--- config.mk ---
export PLATFORM = sky130hd
export DESIGN_NAME = square_lock_ctrl
export DESIGN_NICKNAME = d
export VERILOG_FILES = /design/src/rtl/square_lock_ctrl.sv
export SDC_FILE = /design/constraint.sdc
export NUM_CORES = 1
export LEC_CHECK = 0
export BUFFER_PORTS_ARGS = -buffer_cell sky130_fd_sc_hd__buf_2
export CAP_MARGIN = 25
export CORE_MARGIN = 2
export CORE_UTILIZATION = 59
export DETAILED_ROUTE_END_ITERATION = 10
export MAX_ROUTING_LAYER = met4
export PLACE_DENSITY = 0.84
export REMOVE_ABC_BUFFERS = 1
export SYNTH_ARGS = -nofsm -noshare
export SYNTH_HDL_FRONTEND = slang
export SYNTH_SLANG_ARGS = --single-unit
export TNS_END_PERCENT = 20
--- constraint.sdc ---
create_clock -name CLOCK -period 3.8 [get_ports CLOCK]
set_input_delay 0.57 -clock CLOCK [delete_from_list [all_inputs] [get_ports CLOCK]]
set_output_delay 0.57 -clock CLOCK [all_outputs]
set_load 0.01 [all_outputs]
--- src/rtl/square_lock_ctrl.sv ---
// Three-square colour lock: debounced presses advance per-square steps through a
// round-robin grant; a sustained full match unlocks for a fixed time, then relocks.
module square_lock_ctrl #(
  parameter int NUM_STEPS     = 5,
  parameter int TARGET        = 3,
  parameter int HOLD_CYCLES   = 50_000_000,
  parameter int UNLOCK_CYCLES = 300_000_000,
  parameter int BLINK_DIV     = 12_500_000
) (
  input  logic       CLOCK,
  input  logic       RESET,
  input  logic       up_pulse,
  input  logic       centre_pulse,
  input  logic       down_pulse,
  output logic [2:0] step_top,
  output logic [2:0] step_mid,
  output logic [2:0] step_bot,
  output logic [1:0] state_o,
  output logic       unlocked,
  output logic       blink
);

  localparam int MAX_HU = (HOLD_CYCLES > UNLOCK_CYCLES) ? HOLD_CYCLES : UNLOCK_CYCLES;
  localparam int MAX_P  = (MAX_HU > BLINK_DIV) ? MAX_HU : BLINK_DIV;
  localparam int CW     = $clog2(MAX_P + 1);

  localparam logic [CW-1:0] HOLD_LAST   = CW'(HOLD_CYCLES - 1);
  localparam logic [CW-1:0] UNLOCK_LAST = CW'(UNLOCK_CYCLES - 1);
  localparam logic [CW-1:0] BLINK_LAST  = CW'(BLINK_DIV - 1);
  localparam logic [2:0]    STEP_LAST   = 3'(NUM_STEPS - 1);
  localparam logic [2:0]    TARGET_V    = 3'(TARGET);

  typedef enum logic [1:0] {
    ST_IDLE     = 2'd0,
    ST_HOLD     = 2'd1,
    ST_UNLOCKED = 2'd2,
    ST_BAD      = 2'd3
  } state_t;

  state_t          state_reg, state_next;
  logic [2:0]      pending_reg, pending_next;
  logic [1:0]      ptr_reg, ptr_next;
  logic [CW-1:0]   cnt_reg, cnt_next;
  logic [CW-1:0]   blink_cnt_reg, blink_cnt_next;
  logic            blink_reg, blink_next;
  logic            relock;
  logic            clear_pend;
  logic            grant_en;
  logic [2:0]      grant;
  logic [2:0]      pulses;
  logic [2:0][2:0] step_vec;
  logic            all_match;

  // Bit 0 = top, 1 = mid, 2 = bot; ptr is the first square searched this cycle.
  function automatic logic [2:0] rr_grant(input logic [2:0] req, input logic [1:0] ptr);
    logic [2:0] g;
    logic [1:0] idx;
    int         t;
    g = 3'b000;
    for (int k = 2; k >= 0; k--) begin
      t = int'(ptr) + k;
      if (t >= 3) t = t - 3;
      idx = 2'(t);
      if (req[idx]) g = 3'b001 << idx;
    end
    return g;
  endfunction

  assign pulses    = {down_pulse, centre_pulse, up_pulse};
  assign grant_en  = (state_reg == ST_IDLE) || (state_reg == ST_HOLD);
  assign grant     = grant_en ? rr_grant(pending_reg, ptr_reg) : 3'b000;
  assign all_match = (step_vec == {3{TARGET_V}});

  genvar gi;
  generate
    for (gi = 0; gi < 3; gi++) begin : gen_sq
      logic [2:0] step_reg, step_next;

      always_comb begin
        step_next = step_reg;
        if (relock)
          step_next = 3'd0;
        else if (grant[gi])
          step_next = (step_reg == STEP_LAST) ? 3'd0 : step_reg + 3'd1;
      end

      always_ff @(posedge CLOCK) begin
        if (RESET) step_reg <= 3'd0;
        else       step_reg <= step_next;
      end

      assign step_vec[gi] = step_reg;
    end
  endgenerate

  always_comb begin
    state_next     = state_reg;
    cnt_next       = cnt_reg;
    blink_next     = blink_reg;
    blink_cnt_next = blink_cnt_reg;
    relock         = 1'b0;
    clear_pend     = 1'b0;
    case (state_reg)
      ST_IDLE: begin
        cnt_next       = '0;
        blink_next     = 1'b0;
        blink_cnt_next = '0;
        if (all_match && (pending_reg == 3'b000)) state_next = ST_HOLD;
      end
      ST_HOLD: begin
        if (|grant) begin
          state_next = ST_IDLE;
          cnt_next   = '0;
        end else if (cnt_reg == HOLD_LAST) begin
          state_next     = ST_UNLOCKED;
          cnt_next       = '0;
          blink_next     = 1'b1;
          blink_cnt_next = '0;
        end else begin
          cnt_next = cnt_reg + 1'b1;
        end
      end
      ST_UNLOCKED: begin
        clear_pend = 1'b1;
        if (cnt_reg == UNLOCK_LAST) begin
          state_next     = ST_IDLE;
          cnt_next       = '0;
          relock         = 1'b1;
          blink_next     = 1'b0;
          blink_cnt_next = '0;
        end else begin
          cnt_next = cnt_reg + 1'b1;
          if (blink_cnt_reg == BLINK_LAST) begin
            blink_next     = ~blink_reg;
            blink_cnt_next = '0;
          end else begin
            blink_cnt_next = blink_cnt_reg + 1'b1;
          end
        end
      end
      default: begin
        state_next     = ST_IDLE;
        cnt_next       = '0;
        blink_next     = 1'b0;
        blink_cnt_next = '0;
        clear_pend     = 1'b1;
      end
    endcase
  end

  // Clearing before OR-ing lets a press re-arm the bit in the cycle it is granted.
  always_comb begin
    pending_next = clear_pend ? 3'b000 : ((pending_reg & ~grant) | pulses);
    case (grant)
      3'b001:  ptr_next = 2'd1;
      3'b010:  ptr_next = 2'd2;
      3'b100:  ptr_next = 2'd0;
      default: ptr_next = ptr_reg;
    endcase
  end

  always_ff @(posedge CLOCK) begin
    if (RESET) begin
      state_reg     <= ST_IDLE;
      pending_reg   <= 3'b000;
      ptr_reg       <= 2'd0;
      cnt_reg       <= '0;
      blink_cnt_reg <= '0;
      blink_reg     <= 1'b0;
    end else begin
      state_reg     <= state_next;
      pending_reg   <= pending_next;
      ptr_reg       <= ptr_next;
      cnt_reg       <= cnt_next;
      blink_cnt_reg <= blink_cnt_next;
      blink_reg     <= blink_next;
    end
  end

  assign step_top = step_vec[0];
  assign step_mid = step_vec[1];
  assign step_bot = step_vec[2];
  assign state_o  = state_reg;
  assign unlocked = (state_reg == ST_UNLOCKED);
  assign blink    = blink_reg;

endmodule

# --- Word level (Yosys, flattened, before mapping) ---
# Cells that the tools add are included.
# Widths: inputs -> output; s select.
op_classes:
  add_sub_neg: 10
  n_mul: 0
  div_mod_pow: 0
  order_cmp: 6
  eq_ne: 18
  shift: 3
  mux: 38
  bitwise_logic: 5
  n_reduce_logical: 12
op_table:
  columns: ["cell", "n"]
  rows:
  - ["$mux 29", 7]
  - ["$pmux 29 s2", 2]
  - ["$add 29x1->29 const B", 2]
  - ["$eq 29x24->1 const B", 1]
  - ["$eq 29x26->1 const B", 1]
  - ["$eq 29x29->1 const B", 1]
  - ["$mux 3", 7]
  - ["$mux 2", 7]
  - ["$eq 3x3->1 const B", 4]
  - ["$pmux 2 s3", 2]
  - ["$add 3x1->3 const B", 3]
  - ["$eq 9x8->1 const B", 1]
  - ["$lt 2x3->1 const B", 3]
  - ["$mux 1", 9]
  - ["$shl 1x2->3 const A", 3]
  - ["$bmux 1 s2", 3]
  - ["$ge 3x2->1 const B", 2]
  - ["$ne 2x1->1 const B", 3]
  - ["$ne 3x1->1 const B", 2]
  - ["$reduce_and 3->1", 2]
  - ["$reduce_or 2->1", 3]
  - ["$sub 2x2->2 const B", 3]
  - ["$add 2x1->3 const B", 1]
  - ["$add 2x2->3 const B", 1]
  - ["other kinds (18)", 19]
totals:
  regBits: 75
  latchBits: 0
  mem_bits_rw: 0
  rom_bits: 0
  in_bits: 5
  word_cells: 101
  memories: 0

# --- Logic depth before layout (Yosys ltp) ---
logic_depth:
  depth_word: 12
  mapped_depth: 12
  mapped_depth_nobuf: 9

# --- Worst setup path after synthesis ---
# Ideal clock, no wire load.
synth_timing:
  path_kind: "register to register"
  startpoint: "reg ptr_reg[0]"
  endpoint: "reg cnt_reg[20]"
  setup_time_ns: 0.132
  arrival_ns: 2.848
  t_required_ns: 3.668
  path_slack_ns: 0.820
  path_stages_with_launch: 13
  path_cell_list: "dfxtp_1 inv_1 ha_1 nor4bb_1 a31o_2 nand3b_1 a311o_1 clkbuf_1 and4_1 a21oi_1 clkbuf_1 buf_1 nor3_1"
synth_via:
  elab_chain_cells: 12
  word_cells_on_any_way: 27
  classes_between: "5 x add/sub; 3 x order compare; 3 x shift; 15 x mux; 1 x reduce/logical"
synth_rtl:
  columns: ["element", "line_no", "source"]
  rows:
  - ["start: declaration", "42", "logic [1:0] ptr_reg, ptr_next;"]
  - ["start signal: assignment", "173", "ptr_reg <= ptr_next;"]
  - ["$add 2x2->3", "61", "t = int'(ptr) + k;"]
  - ["$ge 3x2->1 / $sub 2x2->2 (equally long branches)", "62", "if (t >= 3) t = t - 3;"]
  - ["$mux 2", "62", null]
  - ["$bmux 1 s2", "64", "if (req[idx]) g = 3'b001 << idx;"]
  - ["$mux 1 (not written as such)", "64", null]
  - ["$mux 3 (2 in series)", "64", null]
  - ["$mux 3 (*)", "64", null]
  - ["$mux 3 (*)", "71", "assign grant = grant_en ? rr_grant(pending_reg, ptr_reg) : 3'b000;"]
  - ["$reduce_or 3->1 (*)", "111", "if (|grant) begin"]
  - ["$mux 29 (*)", "111", null]
  - ["$pmux 29 s2 (*)", "103", "case (state_reg)"]
  - ["end signal: assignment", "174", "cnt_reg <= cnt_next;"]
  - ["end: declaration", "43", "logic [CW-1:0] cnt_reg, cnt_next;"]
# Every way passes the cells marked *; elsewhere a longest branch is shown, timed or not. The select of a mux whose other input is x is not followed.
# A chain may end at the register's enable or synchronous reset.

# --- Worst setup path in the final report ---
layout_timing:
  startpoint: "reg ptr_reg[0]"
  endpoint: "reg blink_cnt_reg[14]"
layout_via:
  elab_chain_cells: 12
  word_cells_on_any_way: 27
  classes_between: "5 x add/sub; 3 x order compare; 1 x eq/ne; 3 x shift; 13 x mux; 2 x reduce/logical"
layout_rtl:
  columns: ["element", "line_no", "source"]
  rows:
  - ["$add 2x2->3", "61", null]
  - ["$ge 3x2->1 / $sub 2x2->2 (equally long branches)", "62", null]
  - ["$mux 2", "62", null]
  - ["$bmux 1 s2", "64", null]
  - ["$mux 1 (not written as such)", "64", null]
  - ["$mux 3 (2 in series)", "64", null]
  - ["$mux 3 (*)", "64", null]
  - ["$mux 3 (*)", "71", null]
  - ["$reduce_or 3->1 (*)", "111", null]
  - ["$ne 2x2->1 (no line) (*)", null, null]
  - ["$reduce_and 2->1 (no line) (*)", null, null]
  - ["end signal: assignment", "175", "blink_cnt_reg <= blink_cnt_next;"]
  - ["end: declaration", "44", "logic [CW-1:0] blink_cnt_reg, blink_cnt_next;"]
# Marks and branches as above.

==> reports/results.txt <==
The die width was 86.5 um. The maximum number of pins on one net before global-route repair came out at 31. For the synthesis warning total, the log shows 0. In the routed layout, each cell is associated on average with a via count of 6.45. The first detailed-routing pass ran for 5 iterations. The worst-margin pin slew came out at 0.754 ns. Overall power consumption after layout is estimated at 2.01 mW. Final period utilization: 0.880. CTS placed an instance of sky130_fd_sc_hd__clkbuf_8 at the clock tree root. The number of antenna violations at the first check in global routing is 0, and the deepest clock path buffer count is 2. The area growth from synthesis to layout was 10.9%; the clock latency on the worst-skew pair was 0.36 ns. After routing, the total negative slack on setup checks comes to 0 ns. The maximum net fanout on the critical path is 17, and the static leakage power is 1.40 nW.

The number of port buffers was 17. The logs give 0.492 for the worst slew margin relative to its limit and 0 for the number of buffers added to fix hold violations after cts. The share of cells above drive strength 1 came out at 0.0978.

The tools report the worst path setup slack after routing as 0.457 ns. The DRC violations left was 0. Setup violations remaining at the end of the flow were counted as 0. The number of cells traversed by the worst register-to-register path was 10. In the final routed layout, each cell accounts on average for 15.9 um. Yosys mapped a number of flops with a built-in enable equal to 0. For the routed via count, the log shows 3,747. After floorplanning, the core was sized to cover 6680 um^2. The run finished with clean final reports.

The type of the setup path with the least slack was reg2reg. STA classifies the critical path endpoint as a flip-flop. The number of failing hold endpoints at the final stage is 0. The min-delay analysis places its worst path in the category in2reg. The half-perimeter wire length after detailed placement was 6050 um; the count of nets left with antenna violations after detail routing was 0. The run gives 0 as the count of final max-slew check failures. The synthesized area per cell is 8.29 um^2, and the row count is 30.

Counting distinct cell types in the post-synthesis netlist gives 53. Initial DRC count: 263. The tools report the endpoint arrival time on the critical path as 3.63 ns. The critical register-to-register path endpoint is blink_cnt_reg[14]$_SDFFE_PP0P_.

The most common flop cell mapped by yosys is sky130_fd_sc_hd__dfxtp_1. Clock tree synthesis found a total of 75 sinks. Across the run, the number of max-cap violations was 0.

The number of global-route vias before repair was 3,349. The startpoint of the worst-slack reg-to-reg timing path is ptr_reg[0]$_SDFFE_PP0P_. Clock tree synthesis inserted a total of 9 buffers.

The part of the Yosys area used for sequential elements was 0.374; the aggregate global routing overflow was 0. For hold timing, the worst endpoint is pending_reg[0]$_SDFF_PP0_. TritonCTS built the clock tree. Before CTS, the worst setup slack after placement is 0.554 ns.

After synthesis the netlist holds a flip-flop and latch count of 75. The H-tree depth is 3. The standard cell area after detailed placement came out at 4180 um^2.

At the end of routability-driven placement, the weighted congestion stood at 0.948. Setup repair after global routing left no endpoint under its margin. Startpoint type of the worst setup path: a flip-flop. The number of diodes was 0; the required time at the worst-slack endpoint was 4.09 ns. The share of flip-flops with an asynchronous set or reset is 0. Based on the critical path, the design can be clocked at up to 299 MHz. The combined area of all synthesized cells was 4010 um^2; the power density relative to cell area was 451 nW/um^2. The sum of routed wire length over all layers is 9230 um. After clock tree synthesis, the repair step resized 0 gates.

The logs give 18 for the number of ports placed on the die boundary and 537 for the count of fill cells added during filler insertion. The final critical-path required period works out to 3.34 ns. Post-CTS clock slew at the launch and capture registers of the worst setup and hold paths: 0.08 ns. The run gives 0.0115 ns as the worst-case clock skew. The first global-routing pass estimated 15,300 um of wire. Measured along the y axis, the die boundary spans 86.5 um. The number of setup buffers added after CTS came out at 0. The tools report the start point of the worst hold path as up_pulse.

The final instance area was 4450 um^2; the maximum VDD drop was 0.230 mV. The logs give 0.600 for the initial cell density of the core and 484 for the cell count after synthesis. The tools report the overall die area as 7470 um^2. The final layout contains 517 nets.

The number of instances on the worst hold path works out to 3. The worst register-to-register path has a setup slack of 0.46 ns. The tools report the total global routing track utilization as 0.257.
## final cells by class
| type | count | area (um^2) | area share |
|---|---|---|---|
| Inverter | 22 | 82.6 | 0.0186 |
| Tap cell | 80 | 100 | 0.0225 |
| Multi-Input combinational cell | 365 | 2360 | 0.531 |
| Clock inverter | 5 | 125 | 0.0281 |
| Clock buffer | 10 | 138 | 0.0309 |
| Sequential cell | 75 | 1500 | 0.337 |
| Timing Repair Buffer | 24 | 141 | 0.0318 |
## cell families after synthesis
group,Yosys count,synth area share
muxes,5,0.0125
and+or+nand+nor,213,0.300
buffers and inverters,44,0.0427
adders and majority gates,15,0.0468
xor gates and xnor gates,29,0.0633
DFF,75,0.374
AOI/OAI and AO/OA,103,0.160
## layout by cell type, fill, tap and decap left out, types with 4 or more instances in the layout
cell / instances
sky130_fd_sc_hd__dfxtp_1: 75
sky130_fd_sc_hd__a21oi_1: 44
sky130_fd_sc_hd__nor3_1: 34
sky130_fd_sc_hd__nor2_1: 30
sky130_fd_sc_hd__nand2_1: 29
sky130_fd_sc_hd__nand3_1: 25
sky130_fd_sc_hd__inv_1: 22
sky130_fd_sc_hd__or4_1: 19
sky130_fd_sc_hd__xor2_1: 19
sky130_fd_sc_hd__o21ai_0: 17
sky130_fd_sc_hd__buf_2: 17
sky130_fd_sc_hd__o31ai_1: 16
sky130_fd_sc_hd__nand4_1: 15
sky130_fd_sc_hd__ha_1: 15
sky130_fd_sc_hd__xnor2_1: 10
sky130_fd_sc_hd__clkbuf_8: 10
sky130_fd_sc_hd__or3_1: 9
sky130_fd_sc_hd__and3_1: 8
sky130_fd_sc_hd__nor2b_1: 6
sky130_fd_sc_hd__nor4_1: 6
sky130_fd_sc_hd__buf_4: 6
sky130_fd_sc_hd__mux2i_1: 5
sky130_fd_sc_hd__nand3b_1: 5
sky130_fd_sc_hd__nor4b_1: 5
sky130_fd_sc_hd__and4_1: 4
sky130_fd_sc_hd__bufinv_16: 4
## how the worst max path moves through the flow
stage                                 start                              to  slack [ns]  cells past startpoint
global placement    ptr_reg[0]$_SDFFE_PP0P_  blink_cnt_reg[18]$_SDFFE_PP0P_        0.70                     10
floorplan           ptr_reg[0]$_SDFFE_PP0P_   blink_cnt_reg[0]$_SDFFE_PP0P_       -0.49                      9
finish              ptr_reg[0]$_SDFFE_PP0P_  blink_cnt_reg[14]$_SDFFE_PP0P_        0.46                     10
CTS                 ptr_reg[0]$_SDFFE_PP0P_  blink_cnt_reg[14]$_SDFFE_PP0P_        0.49                     10
detailed placement  ptr_reg[0]$_SDFFE_PP0P_  blink_cnt_reg[12]$_SDFFE_PP0P_        0.55                     10
global route        ptr_reg[0]$_SDFFE_PP0P_  blink_cnt_reg[14]$_SDFFE_PP0P_        0.17                      9
## synth_stat cells (15+ instances only)
cell	number	share of area
sky130_fd_sc_hd__nand4_1	15	0.023
sky130_fd_sc_hd__inv_1	22	0.021
sky130_fd_sc_hd__ha_1	15	0.047
sky130_fd_sc_hd__o31ai_1	16	0.030
sky130_fd_sc_hd__nand3_1	25	0.031
sky130_fd_sc_hd__a21oi_1	45	0.056
sky130_fd_sc_hd__dfxtp_1	75	0.37
sky130_fd_sc_hd__nor3_1	34	0.042
sky130_fd_sc_hd__or4_1	19	0.036
sky130_fd_sc_hd__nor2_1	30	0.028
sky130_fd_sc_hd__nand2_1	29	0.027
sky130_fd_sc_hd__clkbuf_1	15	0.014
sky130_fd_sc_hd__xor2_1	19	0.041
sky130_fd_sc_hd__o21ai_0	17	0.021
## routing by layer
| layer | vias to the layer above | wire, um | GRT usage |
|---|---|---|---|
| li1 | 1823 | - | - |
| met1 | 1798 | 4050 | 0.313 |
| met2 | 106 | 4610 | 0.427 |
| met4 | 0 | 152 | 0.0696 |
| met5 | - | 0 | - |
| met3 | 20 | 409 | 0.0610 |
## power by group
part / total, mW / internal [mW] / switching [mW] / leakage, nW
Combinational: 0.351 / 0.141 / 0.210 / 0.661
Sequential: 0.849 / 0.814 / 0.0346 / 0.606
Clock: 0.808 / 0.516 / 0.292 / 0.132
Total: 2.01 / 1.47 / 0.536 / 1.40
## through the flow
stage / utilization / instances / hold slack (ns)
2_1_floorplan: - / 462 / 0.448
3_3_place_gp: 0.625 / 565 / 0.459
3_5_place_dp: 0.625 / 565 / 0.471
4_1_cts: 0.664 / 580 / 0.475
5_1_grt: 0.666 / 581 / 0.512
6_report: 0.666 / 581 / 0.473
## worst max-delay path, stage by stage (launching register included)
cell and delay [ns]:
sky130_fd_sc_hd__dfxtp_1 0.43, sky130_fd_sc_hd__inv_1 0.11, sky130_fd_sc_hd__ha_1 0.44, sky130_fd_sc_hd__nor4bb_1 0.10
sky130_fd_sc_hd__a31o_2 0.24, sky130_fd_sc_hd__a2bb2oi_1 0.15, sky130_fd_sc_hd__a311o_1 0.59, sky130_fd_sc_hd__a41oi_2 0.37
sky130_fd_sc_hd__buf_4 0.30, sky130_fd_sc_hd__or4_1 0.40, sky130_fd_sc_hd__a21oi_1 0.14
No activity file was read; power rests on OpenSTA's default activity.
